[src/rtl/lane_press_ctrl.sv]
// Per-lane press sequencer: key edges to highlight vector with frame-counted hold
// and cooldown, hit/miss judgment against the hit zone, and score counters.
module lane_press_ctrl #(
    parameter int HOLD_FRAMES = 6,
    parameter int COOL_FRAMES = 2
) (
    input  logic        Clk,
    input  logic        Reset,
    input  logic        frame_tick,
    input  logic [7:0]  key_raw,
    input  logic [7:0]  note_in_window,
    output logic [7:0]  keyTrack,
    output logic [7:0]  hit_pulse,
    output logic [7:0]  miss_pulse,
    output logic [15:0] hit_total,
    output logic [7:0]  streak
);

    typedef enum logic [1:0] {IDLE, PRESS, COOL} lane_state_e;

    localparam logic [7:0] HOLD_LD = 8'(HOLD_FRAMES);
    localparam logic [7:0] COOL_LD = 8'(COOL_FRAMES);

    lane_state_e state_q [8];
    lane_state_e state_d [8];
    logic [7:0]  cnt_q   [8];
    logic [7:0]  cnt_d   [8];

    logic [7:0]  key_prev_q, key_prev_d;
    logic [7:0]  key_track_q, key_track_d;
    logic [7:0]  hit_q, hit_d;
    logic [7:0]  miss_q, miss_d;
    logic [15:0] hit_total_q, hit_total_d;
    logic [7:0]  streak_q, streak_d;

    logic [7:0]  rise;
    logic [3:0]  hit_cnt;
    logic [16:0] ht_sum;
    logic [8:0]  st_sum;

    always_comb begin
        rise        = key_raw & ~key_prev_q;
        key_prev_d  = key_raw;
        hit_d       = '0;
        miss_d      = '0;
        key_track_d = '0;
        for (int unsigned i = 0; i < 8; i++) begin
            state_d[i] = state_q[i];
            cnt_d[i]   = cnt_q[i];
            unique case (state_q[i])
                IDLE: begin
                    if (rise[i]) begin
                        state_d[i] = PRESS;
                        cnt_d[i]   = HOLD_LD;
                        if (note_in_window[i]) hit_d[i] = 1'b1;
                        else                   miss_d[i] = 1'b1;
                    end
                end
                PRESS: begin
                    if (cnt_q[i] == '0 && !key_raw[i]) begin
                        if (COOL_FRAMES > 0) begin
                            state_d[i] = COOL;
                            cnt_d[i]   = COOL_LD;
                        end else begin
                            state_d[i] = IDLE;
                        end
                    end else if (frame_tick && cnt_q[i] != '0) begin
                        cnt_d[i] = cnt_q[i] - 8'd1;
                    end
                end
                COOL: begin
                    // IDLE only once cnt has been observed at zero, not on the tick that zeroes it
                    if (cnt_q[i] == '0)   state_d[i] = IDLE;
                    else if (frame_tick)  cnt_d[i]   = cnt_q[i] - 8'd1;
                end
                default: state_d[i] = IDLE;
            endcase
            key_track_d[i] = (state_d[i] == PRESS);
        end
    end

    always_comb begin
        hit_cnt = '0;
        for (int unsigned i = 0; i < 8; i++) begin
            hit_cnt = hit_cnt + {3'b000, hit_q[i]};
        end
        ht_sum      = {1'b0, hit_total_q} + 17'(hit_cnt);
        hit_total_d = ht_sum[16] ? '1 : ht_sum[15:0];
        st_sum      = {1'b0, streak_q} + 9'(hit_cnt);
        // A miss on any lane clears the streak even if other lanes hit this cycle
        if (|miss_q)        streak_d = '0;
        else if (st_sum[8]) streak_d = '1;
        else                streak_d = st_sum[7:0];
    end

    always_ff @(posedge Clk or posedge Reset) begin
        if (Reset) begin
            for (int unsigned i = 0; i < 8; i++) begin
                state_q[i] <= IDLE;
                cnt_q[i]   <= '0;
            end
            key_prev_q  <= '0;
            key_track_q <= '0;
            hit_q       <= '0;
            miss_q      <= '0;
            hit_total_q <= '0;
            streak_q    <= '0;
        end else begin
            state_q     <= state_d;
            cnt_q       <= cnt_d;
            key_prev_q  <= key_prev_d;
            key_track_q <= key_track_d;
            hit_q       <= hit_d;
            miss_q      <= miss_d;
            hit_total_q <= hit_total_d;
            streak_q    <= streak_d;
        end
    end

    assign keyTrack   = key_track_q;
    assign hit_pulse  = hit_q;
    assign miss_pulse = miss_q;
    assign hit_total  = hit_total_q;
    assign streak     = streak_q;

endmodule

[config.mk]
export PLATFORM = sky130hd
export DESIGN_NAME = lane_press_ctrl
export DESIGN_NICKNAME = d
export VERILOG_FILES = /design/src/rtl/lane_press_ctrl.sv
export SDC_FILE = /design/constraint.sdc
export NUM_CORES = 1
export LEC_CHECK = 0
export BUFFER_PORTS_ARGS = -buffer_cell sky130_fd_sc_hd__buf_2
export CORE_MARGIN = 2
export CORE_UTILIZATION = 38
export DETAILED_ROUTE_END_ITERATION = 16
export GPL_TIMING_DRIVEN = 0
export PLACE_DENSITY = 0.59
export SYNTH_ARGS = -nofsm -noshare
export SYNTH_HDL_FRONTEND = slang
export SYNTH_SLANG_ARGS = --single-unit
[constraint.sdc]
create_clock -name Clk -period 8.18 [get_ports Clk]
set_clock_uncertainty 0.1 [all_clocks]
set_input_delay 1.636 -clock Clk [delete_from_list [all_inputs] [get_ports Clk]]
set_output_delay 1.636 -clock Clk [all_outputs]
set_load 0.02 [all_outputs]
==> metrics.md, run 1 <==
| Metric | Value |
|---|---|
| Status | `complete, no violations` |
| Synth Register Bits | `around 140` |
| Area delta synth->final | `15.3%` |
| Clock-pin slew on the worst setup and hold paths | `60 ps` |
| Full die area | `between 20000 and 25000 sq um` |
| Highest Signal Layer | `met5` |
| Post-synth top area cell | `dfrtp_1` |
| Top Ports | `67` |
| Crit end category | `register` |
| Post-CTS Hold Buffers | `0` |
| Setup Crit Path Kind | `reg -> reg` |
| First-pass GRT wire length | `about 30 mm` |
| Metal-1 WL | `~8.6 mm` |
| Final Slew Violations | `0` |
| Area fraction of the dominant cell type after synthesis | `0.421` |
| H-tree Lvls | `4` |
| DRC viols | `0` |
| Vias per cell | `between 5 and 6` |
| Commonest cells in the netlist | `dfrtp_1, inv_1, nand2_1` |
| Syn nets | `937` |
| Minimum clock period | `4970 ps` |
| Final setup viols | `0` |
| Top-count cell post-synth | `dfrtp_1` |
| Initial Util | `0.385` |
| Yosys cell types | `76` |
| DRT antenna net count | `0` |
| Gate family responsible for the most delay along the worst path | `adder cells` |
| Met3 routed WL | `slightly above 700 um` |
| Vias in the first global route | `approximately 6300` |
| DR iter-0 viols | `314` |
| CP Data Arrival Time | `approximately 5100 ps` |
| EDFF count, synth | `0` |
| Leakage | `4.34 nW` |
| Synth Flop Type | `dfrtp_1` |
| Fin crit share | `0.608` |
| Cell Pwr Density | `335 nW/um^2` |
| GRT overflow | `0` |
| Die W | `between 100 and 150 um` |
| Startpoint Class | `register` |
| CP Max Fanout | `10` |
| CP Cell Sequence | `inv_1 -> fa_1 -> fa_1 -> fa_1 -> inv_1 -> ha_1 -> fa_1 -> xor2_1 -> ha_1 -> nor2b_1 -> o21ai_0 -> a2111o_1 -> clkbuf_1 -> nand3_1` |
| Worst path slowest cell | `fa_1` |
| Seq/Total Area, Yosys | `0.421` |
| Vias | `roughly 6500` |
| Post-Synthesis Cell Area | `8080 sq um` |
| Clk root buf | `clkbuf_16` |
| Setup Fix Bufs, Post-CTS | `0` |
| DR WL/cell | `approximately 14 um` |
| Area of the core | `21000 sq um` |
| Min-delay worst type | `reg -> reg` |
| Total track usage | `0.167` |
| Gpl congestion | `between 0.7 and 0.8` |
| Worst VDD drop | `approximately 0.17 mV` |
| Post-Syn Instances | `about 850` |
| CTS tree | `built` |
| Crit-path max cell delay | `about 610 ps` |
| Antenna violations before repair | `1` |
| Met2 WL | `between 7 and 8 mm` |
| Sum Neg Setup Slack | `0 ps` |
| Routed wire length | `about 17 mm` |
| # fillers | `2073` |
| Antenna diodes | `0` |
| Drt pass-1 iters | `5` |
| Largest net degree at the start of global routing | `~80` |
| FMAX | `a little over 200 MHz` |
| Share of cells above drive strength 1 | `0.135` |
| Critical path required time | `approximately 8400 ps` |
| Slew of the pin with the lowest slew margin | `786 ps` |
| Row cnt | `53` |
| Resize count post-CTS | `0` |
| Max_slew headroom | `0.476` |
| Synth area leaders | `dfrtp_1, ha_1, inv_1` |
| RSZ-0062 raised after global routing | `no` |
| Worst-Skew Late Latency | `420 ps` |
| Count of final hold-check violations | `0` |
| Die height | `approximately 150 um` |
| Final Net Count | `1022` |
| Post-synthesis async set-or-reset flop share | `1.00` |
| Max_cap viols | `0` |
| Post-DP HPWL | `~13 mm` |
| CP dominant cell by count | `fa_1` |
| Synth warn | `0` |
| CP bufs+invs | `3` |
| Port Buffers | `between 60 and 70` |
| Buffer depth of the longest clock path | `2` |
| Util after Layout | `0.444` |
| Syn avg cell area | `between 9 and 10 sq um` |
| Total clock sinks | `between 100 and 150` |
| Cts bufs inserted | `17` |
[worst reg2reg max path, stage by stage (launching register included)]
cell,delay [ps]
dfrtp_1,390
inv_1,80
fa_1,610
fa_1,460
fa_1,490
inv_1,40
ha_1,200
fa_1,380
xor2_1,280
ha_1,320
nor2b_1,150
o21ai_0,490
a2111o_1,320
clkbuf_1,380
nand3_1,140
[placed cells by master (no fill, tap or decap), types with 5 or more instances in the layout]
cell         n
dfrtp_1    136
inv_1       88
nand2_1     67
buf_2       66
ha_1        60
a21oi_1     55
o21ai_0     47
nor2_1      39
nand3_1     36
nor3_1      35
nor2b_1     18
or3_1       17
clkbuf_16   17
o211ai_1    14
a211oi_1    13
nand2b_1    12
nor4_1      12
and3_1      12
a21o_1      11
nor3b_1      8
o21a_1       8
xnor2_1      8
a211o_1      7
a31oi_1      7
nand4_1      7
clkinv_2     7
a221oi_1     6
and2_1       6
o31ai_1      6
mux2_2       6
fa_1         6
or2_2        5
a21boi_0     5
a221o_1      5
[cells by family (layout without fill, tap and decap cells)]
family,Yosys count,after routing,share of synthesized area
AOI/OAI and AO/OA,234,234,0.199
xor gates and xnor gates,12,12,0.0130
adders and majority gates,66,66,0.108
buffers and inverters,93,188,0.0443
DFF,136,136,0.421
muxes,9,9,0.0121
and+or+nand+nor,302,302,0.202
[routing by layer]
layer	global-route usage	vias to the layer above
li1	-	3269
met1	0.229	3104
met2	0.266	108
met3	0.0381	11
met4	0.0453	2
met5	0	-
[flip-flops by register name, indices dropped and copies added, names as in the netlist]
name	flops
cnt_q	64
hit_pulse	8
hit_total	16
keyTrack	8
key_prev_q	8
miss_pulse	8
state_q	16
streak	8
[final cells by class]
cell class	instances	area, sq um	share of cell area
Tap cell	275	344	0.0369
Buffer	4	23.8	0.00255
Multi-Input combinational cell	623	4320	0.463
Clock buffer	19	453	0.0486
Inverter	89	339	0.0364
Timing Repair Buffer	66	353	0.0379
Clock inverter	10	81.3	0.00873
Sequential cell	136	3400	0.365
[worst paths after layout]
check,from,endpoint,slack [ps],depth (start not counted)
min,cnt_q[7]$_DFFE_PP0P_,cnt_q[7]$_DFFE_PP0P_,390,1
min in group asynchronous,Reset,cnt_q[35]$_DFFE_PP0P_,1250,2
max reg2reg,hit_pulse[0]$_DFF_PP0_,hit_total[13]$_DFF_PP0_,3210,14
max in group asynchronous,Reset,streak[6]$_DFF_PP0_,5990,3
max,hit_pulse[0]$_DFF_PP0_,hit_total[13]$_DFF_PP0_,3210,14
min reg2reg,cnt_q[7]$_DFFE_PP0P_,cnt_q[7]$_DFFE_PP0P_,390,1
[per-stage QoR]
stage | std cells | hold WS [ps] | power, mW | worst slack (ps) | area, sq um
after floorplan | 852 | 348 | 2.08 | 2800 | 8080
after global placement | 1192 | 385 | 2.41 | 1030 | 8750
after detailed placement | 1193 | 385 | 2.43 | 3200 | 8780
after CTS | 1222 | 394 | 3.15 | 3190 | 9310
after global routing | 1222 | 402 | 3.42 | 2900 | 9310
final | 1222 | 393 | 3.12 | 3210 | 9310
[power by group]
group	internal, mW	switching, mW	leakage [nW]
clock	0.424	0.277	0.270
sequential	0.836	0.143	1.78
combinational	0.575	0.869	2.29
Power figures use the tool's default switching activity.
==> run 2, diff against run 1 <==
==> constraint.sdc (replaced) <==
create_clock -name Clk -period 4.77 [get_ports Clk]
set_clock_uncertainty 0.1 [all_clocks]
set_input_delay 0.954 -clock Clk [delete_from_list [all_inputs] [get_ports Clk]]
set_output_delay 0.954 -clock Clk [all_outputs]
set_load 0.02 [all_outputs]
==> run 2 against run 1 <==
  * Utilization up 0.19 points
  * First-iteration DRC count down 1.6%
  * Flip-flop and latch count unchanged
  * Global-route usage about the same
  * Sequential power up 72%
  * Sequential share of layout area down 0.15 points
  * Critical path depth unchanged
  * Non-clock buffer count up 2
  * Combinational power up 73%
  * Die area unchanged
  * Design area up 0.42%
  * Largest power group unchanged
  * Highest routed layer unchanged
==> metrics.md, run 2 (same netlist as run 1, synthesis figures left out) <==
| Metric | Value |
|---|---|
| FMAX | `roughly 220 MHz` |
| Leakage | `4.35 nW` |
| Util after Layout | `0.446` |
| Final Net Count | `about 1000` |
| Most flops, register | `cnt_q` |
| Top Ports | `67` |
| Port Buffers | `65` |
| Max_cap viols | `0` |
| Minimum clock period | `roughly 4500 ps` |
| Highest Signal Layer | `met5` |
| Startpoint Class | `register` |
| Cts bufs inserted | `17` |
| Max_slew headroom | `0.475` |
| Status | `complete, no violations` |
| Die W | `approximately 150 um` |
| Hold_ws | `~390 ps` |
| Worst-Skew Late Latency | `420 ps` |
| CTS tree | `built` |
| Gpl congestion | `0.797` |
| Final Slew Violations | `0` |
| Worst path slowest cell | `fa_1` |
| Area delta synth->final | `15.8%` |
| Met2 WL | `7.91 mm` |
| Commonest non-fill, non-tap cell in the layout | `dfrtp_1` |
| Clk root buf | `clkbuf_16` |
| Vias in the first global route | `6369` |
| RSZ-0062 raised after global routing | `no` |
| CP Data Arrival Time | `~4800 ps` |
| CP Max Fanout | `10` |
| Number of flip-flops in the largest register | `64` |
| Vias | `6501` |
| Met3 routed WL | `around 650 um` |
| Initial Util | `0.385` |
| Setup Crit Path Kind | `reg -> reg` |
| Critical path required time | `~5000 ps` |
| Count of final hold-check violations | `0` |
| Routed wire length | `approximately 17 mm` |
| Min-delay worst type | `reg -> reg` |
| Antenna diodes | `0` |
| Crit end category | `register` |
| Sum Neg Setup Slack | `0 ps` |
| Fin area | `9350 sq um` |
| Total track usage | `0.167` |
| H-tree Lvls | `4` |
| Row cnt | `between 50 and 60` |
| Area of the core | `roughly 21000 sq um` |
| DRT antenna net count | `0` |
| Fin crit share | `0.951` |
| Worst setup margin | `233 ps` |
| GRT overflow | `0` |
| CP dominant cell by count | `fa_1` |
| Clock-pin slew on the worst setup and hold paths | `around 60 ps` |
| Setup slack, reg-to-reg | `230 ps` |
| Total clock sinks | `136` |
| Cell Area, Placed | `approximately 9000 sq um` |
| Commonest non-fill, non-tap cells in the layout | `dfrtp_1, inv_1, nand2_1` |
| Cell Pwr Density | `roughly 570 nW/um^2` |
| Worst VDD drop | `0.293 mV` |
| Largest net degree at the start of global routing | `~80` |
| DR WL/cell | `approximately 14 um` |
| Drt pass-1 iters | `4` |
| Setup WS pre-CTS | `-208 ps` |
| Crit-path max cell delay | `approximately 590 ps` |
| Die height | `150 um` |
| Share of cells above drive strength 1 | `0.143` |
| Vias per cell | `between 5 and 6` |
| Metal-1 WL | `around 8.7 mm` |
| DR iter-0 viols | `just over 300` |
| Post-CTS Hold Buffers | `0` |
| CP Cell Sequence | `inv_1 -> fa_1 -> fa_1 -> fa_1 -> inv_1 -> ha_1 -> fa_2 -> inv_1 -> fa_1 -> nor2b_2 -> o21ai_2 -> a2111o_1 -> clkbuf_4 -> nand3_1` |
| First-pass GRT wire length | `30.4 mm` |
| Full die area | `22400 sq um` |
| Slew of the pin with the lowest slew margin | `a little under 800 ps` |
| Buffer depth of the longest clock path | `2` |
| Antenna violations before repair | `1` |
| Post-DP HPWL | `roughly 13 mm` |
| DRC viols | `0` |
| Final setup viols | `0` |
## run 2: changes by cell type in the layout (fill, tap and decap cells not counted), sizes merged
cell  delta
buf      +2
## run 2: critical path: cells and delay by family, from the launching register on
| kind | cells | cell delay (ps) |
|---|---|---|
| AO/OA/AOI/OAI | 2 | 620 |
| adder cells (fa/ha/maj) | 6 | 2730 |
| buffers and inverters | 4 | 410 |
| flip-flops | 1 | 370 |
| AND/OR/NAND/NOR | 2 | 240 |
## run 2: worst paths after layout
check,startpoint,endpoint,cells after the start
max,hit_pulse[0]$_DFF_PP0_,hit_total[13]$_DFF_PP0_,14
min,cnt_q[7]$_DFFE_PP0P_,cnt_q[7]$_DFFE_PP0P_,1
max reg2reg,hit_pulse[0]$_DFF_PP0_,hit_total[13]$_DFF_PP0_,14
min reg2reg,cnt_q[7]$_DFFE_PP0P_,cnt_q[7]$_DFFE_PP0P_,1
max in group asynchronous,Reset,streak[6]$_DFF_PP0_,3
min in group asynchronous,Reset,cnt_q[35]$_DFFE_PP0P_,2
## run 2: layout make-up
type	count	area (sq um)
clock buffers	19	453
multi-input cells	623	4340
well taps	275	344
plain buffers	4	27.5
repair buffers	68	368
fillers	2073	11600
inverters	89	339
clock inverters	10	81.3
flip-flops and latches	136	3400
## run 2: routing by layer
metal / track usage / vias up
met2: 0.266 / 98
met1: 0.230 / 3117
li1: - / 3273
met3: 0.0381 / 11
met4: 0.0453 / 2
met5: 0 / -
## run 2: what timing repair did
item / 4_1_cts / 5_1_grt
gates resized for setup: 3 / 8
buffers inserted: 0 / 2
endpoints found under the setup margin: 12 / 17
pin swaps: 0 / 1
cloned: 0 / 0
## run 2: power by group
group	internal (mW)	leakage (nW)	switching, mW
combinational	0.991	2.30	1.49
sequential	1.43	1.78	0.245
clock	0.728	0.270	0.476
## run 2: through the flow
stage	power [mW]	std cells
after global placement	4.14	1192
after detailed placement	4.17	1193
after floorplan	3.57	852
after CTS	5.40	1222
final	5.37	1224
after global routing	5.88	1224
==> run 3, diff against run 2 <==
--- a/config.mk
+++ b/config.mk
@@ -7,10 +7,10 @@
 export LEC_CHECK = 0
 export BUFFER_PORTS_ARGS = -buffer_cell sky130_fd_sc_hd__buf_2
 export CORE_MARGIN = 2
-export CORE_UTILIZATION = 38
+export CORE_UTILIZATION = 45
 export DETAILED_ROUTE_END_ITERATION = 16
 export GPL_TIMING_DRIVEN = 0
-export PLACE_DENSITY = 0.59
+export PLACE_DENSITY = 0.67
 export SYNTH_ARGS = -nofsm -noshare
 export SYNTH_HDL_FRONTEND = slang
 export SYNTH_SLANG_ARGS = --single-unit
==> run 3 against run 2 <==
  * Design area is 0.29% lower
  * Final cell count is 3.9% lower
  * Sequential power hardly changed
  * Critical path depth stayed put
  * Combinational power hardly changed
  * Routed wire length is 0.80% higher
  * Register-to-register slack worse by 40 ps
  * Utilization is 8.9 points higher
  * Largest cell class unchanged
==> metrics.md, run 3 (same netlist as run 1, synthesis figures left out) <==
| Metric | Value |
|---|---|
| Cts bufs inserted | `17` |
| Die height | `around 140 um` |
| Startpoint Class | `register` |
| Total clock sinks | `136` |
| DRC viols | `0` |
| Full die area | `19000 sq um` |
| Largest net degree at the start of global routing | `roughly 100` |
| H-tree Lvls | `4` |
| Commonest non-fill, non-tap cells in the layout | `dfrtp_1, inv_1, buf_2, nand2_1, ha_1` |
| Top Ports | `67` |
| Design Power | `between 5 and 6 mW` |
| Final setup viols | `0` |
| Fin crit share | `0.959` |
| Sum Neg Setup Slack | `0 ps` |
| Die W | `roughly 140 um` |
| Vias | `between 6000 and 7000` |
| Slew of the pin with the lowest slew margin | `about 800 ps` |
| Comb pwr share | `0.456` |
| Post-DP HPWL | `between 10 and 15 mm` |
| Cell Pwr Density | `588 nW/um^2` |
| Antenna violations before repair | `0` |
| Share of cells above drive strength 1 | `0.139` |
| Vias per cell | `around 5.6` |
| Buffer depth of the longest clock path | `2` |
| CP Data Arrival Time | `4830 ps` |
| Max_cap viols | `0` |
| Worst hold path stage count | `1` |
| Clock-pin slew on the worst setup and hold paths | `~60 ps` |
| Final Slew Violations | `0` |
| Worst R2R Start | `hit_pulse[0]$_DFF_PP0_` |
| Setup Fix Bufs, Post-CTS | `0` |
| Worst-Skew Late Latency | `~420 ps` |
| Minimum clock period | `4570 ps` |
| Worst setup margin | `roughly 200 ps` |
| Initial Util | `0.464` |
| Number of flip-flops in the largest register | `64` |
| Drt pass-1 iters | `5` |
| First-pass GRT wire length | `29.8 mm` |
| Min-delay worst type | `reg -> reg` |
| Row cnt | `48` |
| Cell Area, Placed | `8720 sq um` |
| Area delta synth->final | `15.4%` |
| Setup slack, reg-to-reg | `200 ps` |
| Register-to-Register Path Depth | `14` |
| Clk network pwr share | `0.239` |
| Max_slew headroom | `0.467` |
| Setup Crit Path Kind | `reg -> reg` |
| DR WL/cell | `~15 um` |
| Clk root buf | `clkbuf_16` |
| RSZ-0062 raised after global routing | `no` |
| Count of final hold-check violations | `0` |
| CP Max Fanout | `10` |
| Sequential power share | `0.306` |
| CTS tree | `built` |
| Routed wire length | `about 18 mm` |
| FMAX | `219 MHz` |
| Gpl congestion | `~0.85` |
| Hold_sp | `cnt_q[8]$_DFFE_PP0P_` |
| Post-CTS Hold Buffers | `0` |
| Most flops, register | `cnt_q` |
| Setup WS pre-CTS | `-149 ps` |
| RR Endpoint | `hit_total[10]$_DFF_PP0_` |
| Cell-internal power | `approximately 3.3 mW` |
| Critical path required time | `~5000 ps` |
| Total track usage | `0.197` |
| Leakage | `~4.4 nW` |
| Status | `complete, no violations` |
| Hold EP | `cnt_q[8]$_DFFE_PP0P_` |
| Port Buffers | `65` |
| Final Net Count | `1022` |
| Area of the core | `between 15000 and 20000 sq um` |
| Fin area | `9330 sq um` |
| DRT antenna net count | `0` |
| DR iter-0 viols | `roughly 400` |
| Commonest non-fill, non-tap cell in the layout | `dfrtp_1` |
| Worst VDD drop | `~0.30 mV` |
| Net Sw Frac | `0.407` |
| Crit end category | `register` |
| Vias in the first global route | `6290` |
| GRT overflow | `0` |
| P_sw | `roughly 2.2 mW` |
| Util after Layout | `0.535` |
[run 3: changes by cell type in the layout (fill, tap and decap cells not counted), sizes merged]
cell	previous run	this run
clkbuf	21	24
bufinv	1	3
clkinv	8	6
buf	70	69
clkinvlp	1	0
diode	0	1
[run 3: what timing repair did]
item	in CTS	in global routing
setup endpoints to repair	12	13
gates resized for setup	2	9
pin swaps	0	1
[run 3: routing by layer]
layer,vias up,track usage,part of all wire
met1,3183,0.268,0.48
met4,0,0.0567,0.013
met3,20,0.0475,0.046
met2,130,0.314,0.46
met5,-,0,0
li1,3288,-,-
[run 3: power by group through the flow]
stage | clock (mW) | sequential, mW | combinational, mW
2_1_floorplan | 0 | 1.74 | 1.83
3_3_place_gp | 0 | 1.69 | 2.42
3_5_place_dp | 0 | 1.69 | 2.47
4_1_cts | 1.34 | 1.68 | 2.50
5_1_grt | 1.40 | 1.72 | 2.85
6_report | 1.31 | 1.68 | 2.50
[run 3: metrics by stage]
stage	hold slack, ps	cells
after CTS	395	1175
final	391	1176
after global placement	376	1142
after detailed placement	384	1143
after global routing	422	1175
after floorplan	348	852
[run 3: how the worst max path moves through the flow]
stage	from	to	depth (start not counted)
3_3_place_gp	Reset	cnt_q[19]$_DFFE_PP0P_	2
4_1_cts	hit_pulse[0]$_DFF_PP0_	hit_total[13]$_DFF_PP0_	14
3_5_place_dp	hit_pulse[0]$_DFF_PP0_	hit_total[13]$_DFF_PP0_	14
2_1_floorplan	Reset	cnt_q[0]$_DFFE_PP0P_	1
6_report	hit_pulse[0]$_DFF_PP0_	hit_total[10]$_DFF_PP0_	14
5_1_grt	hit_pulse[0]$_DFF_PP0_	hit_total[1]$_DFF_PP0_	14
[run 3: layout make-up]
class                   count  area [sq um]
flip-flops and latches    136          3400
inverters                  89           339
diodes                      1          2.50
fillers                  1611          8090
plain buffers               4          25.0
clock buffers              23           458
well taps                 225           282
repair buffers             66           353
multi-input cells         623          4340
clock inverters             9           124
[run 3: worst max-delay path: stages (launching register included)]
cell and delay (ps):
dfrtp_1 380, inv_1 70, fa_1 580, fa_1 440, fa_1 490, inv_1 40
ha_1 200, fa_1 560, inv_1 110, fa_1 450, nor2b_2 160, o21ai_2 120
a2111o_1 500, buf_2 220, nand2_1 90
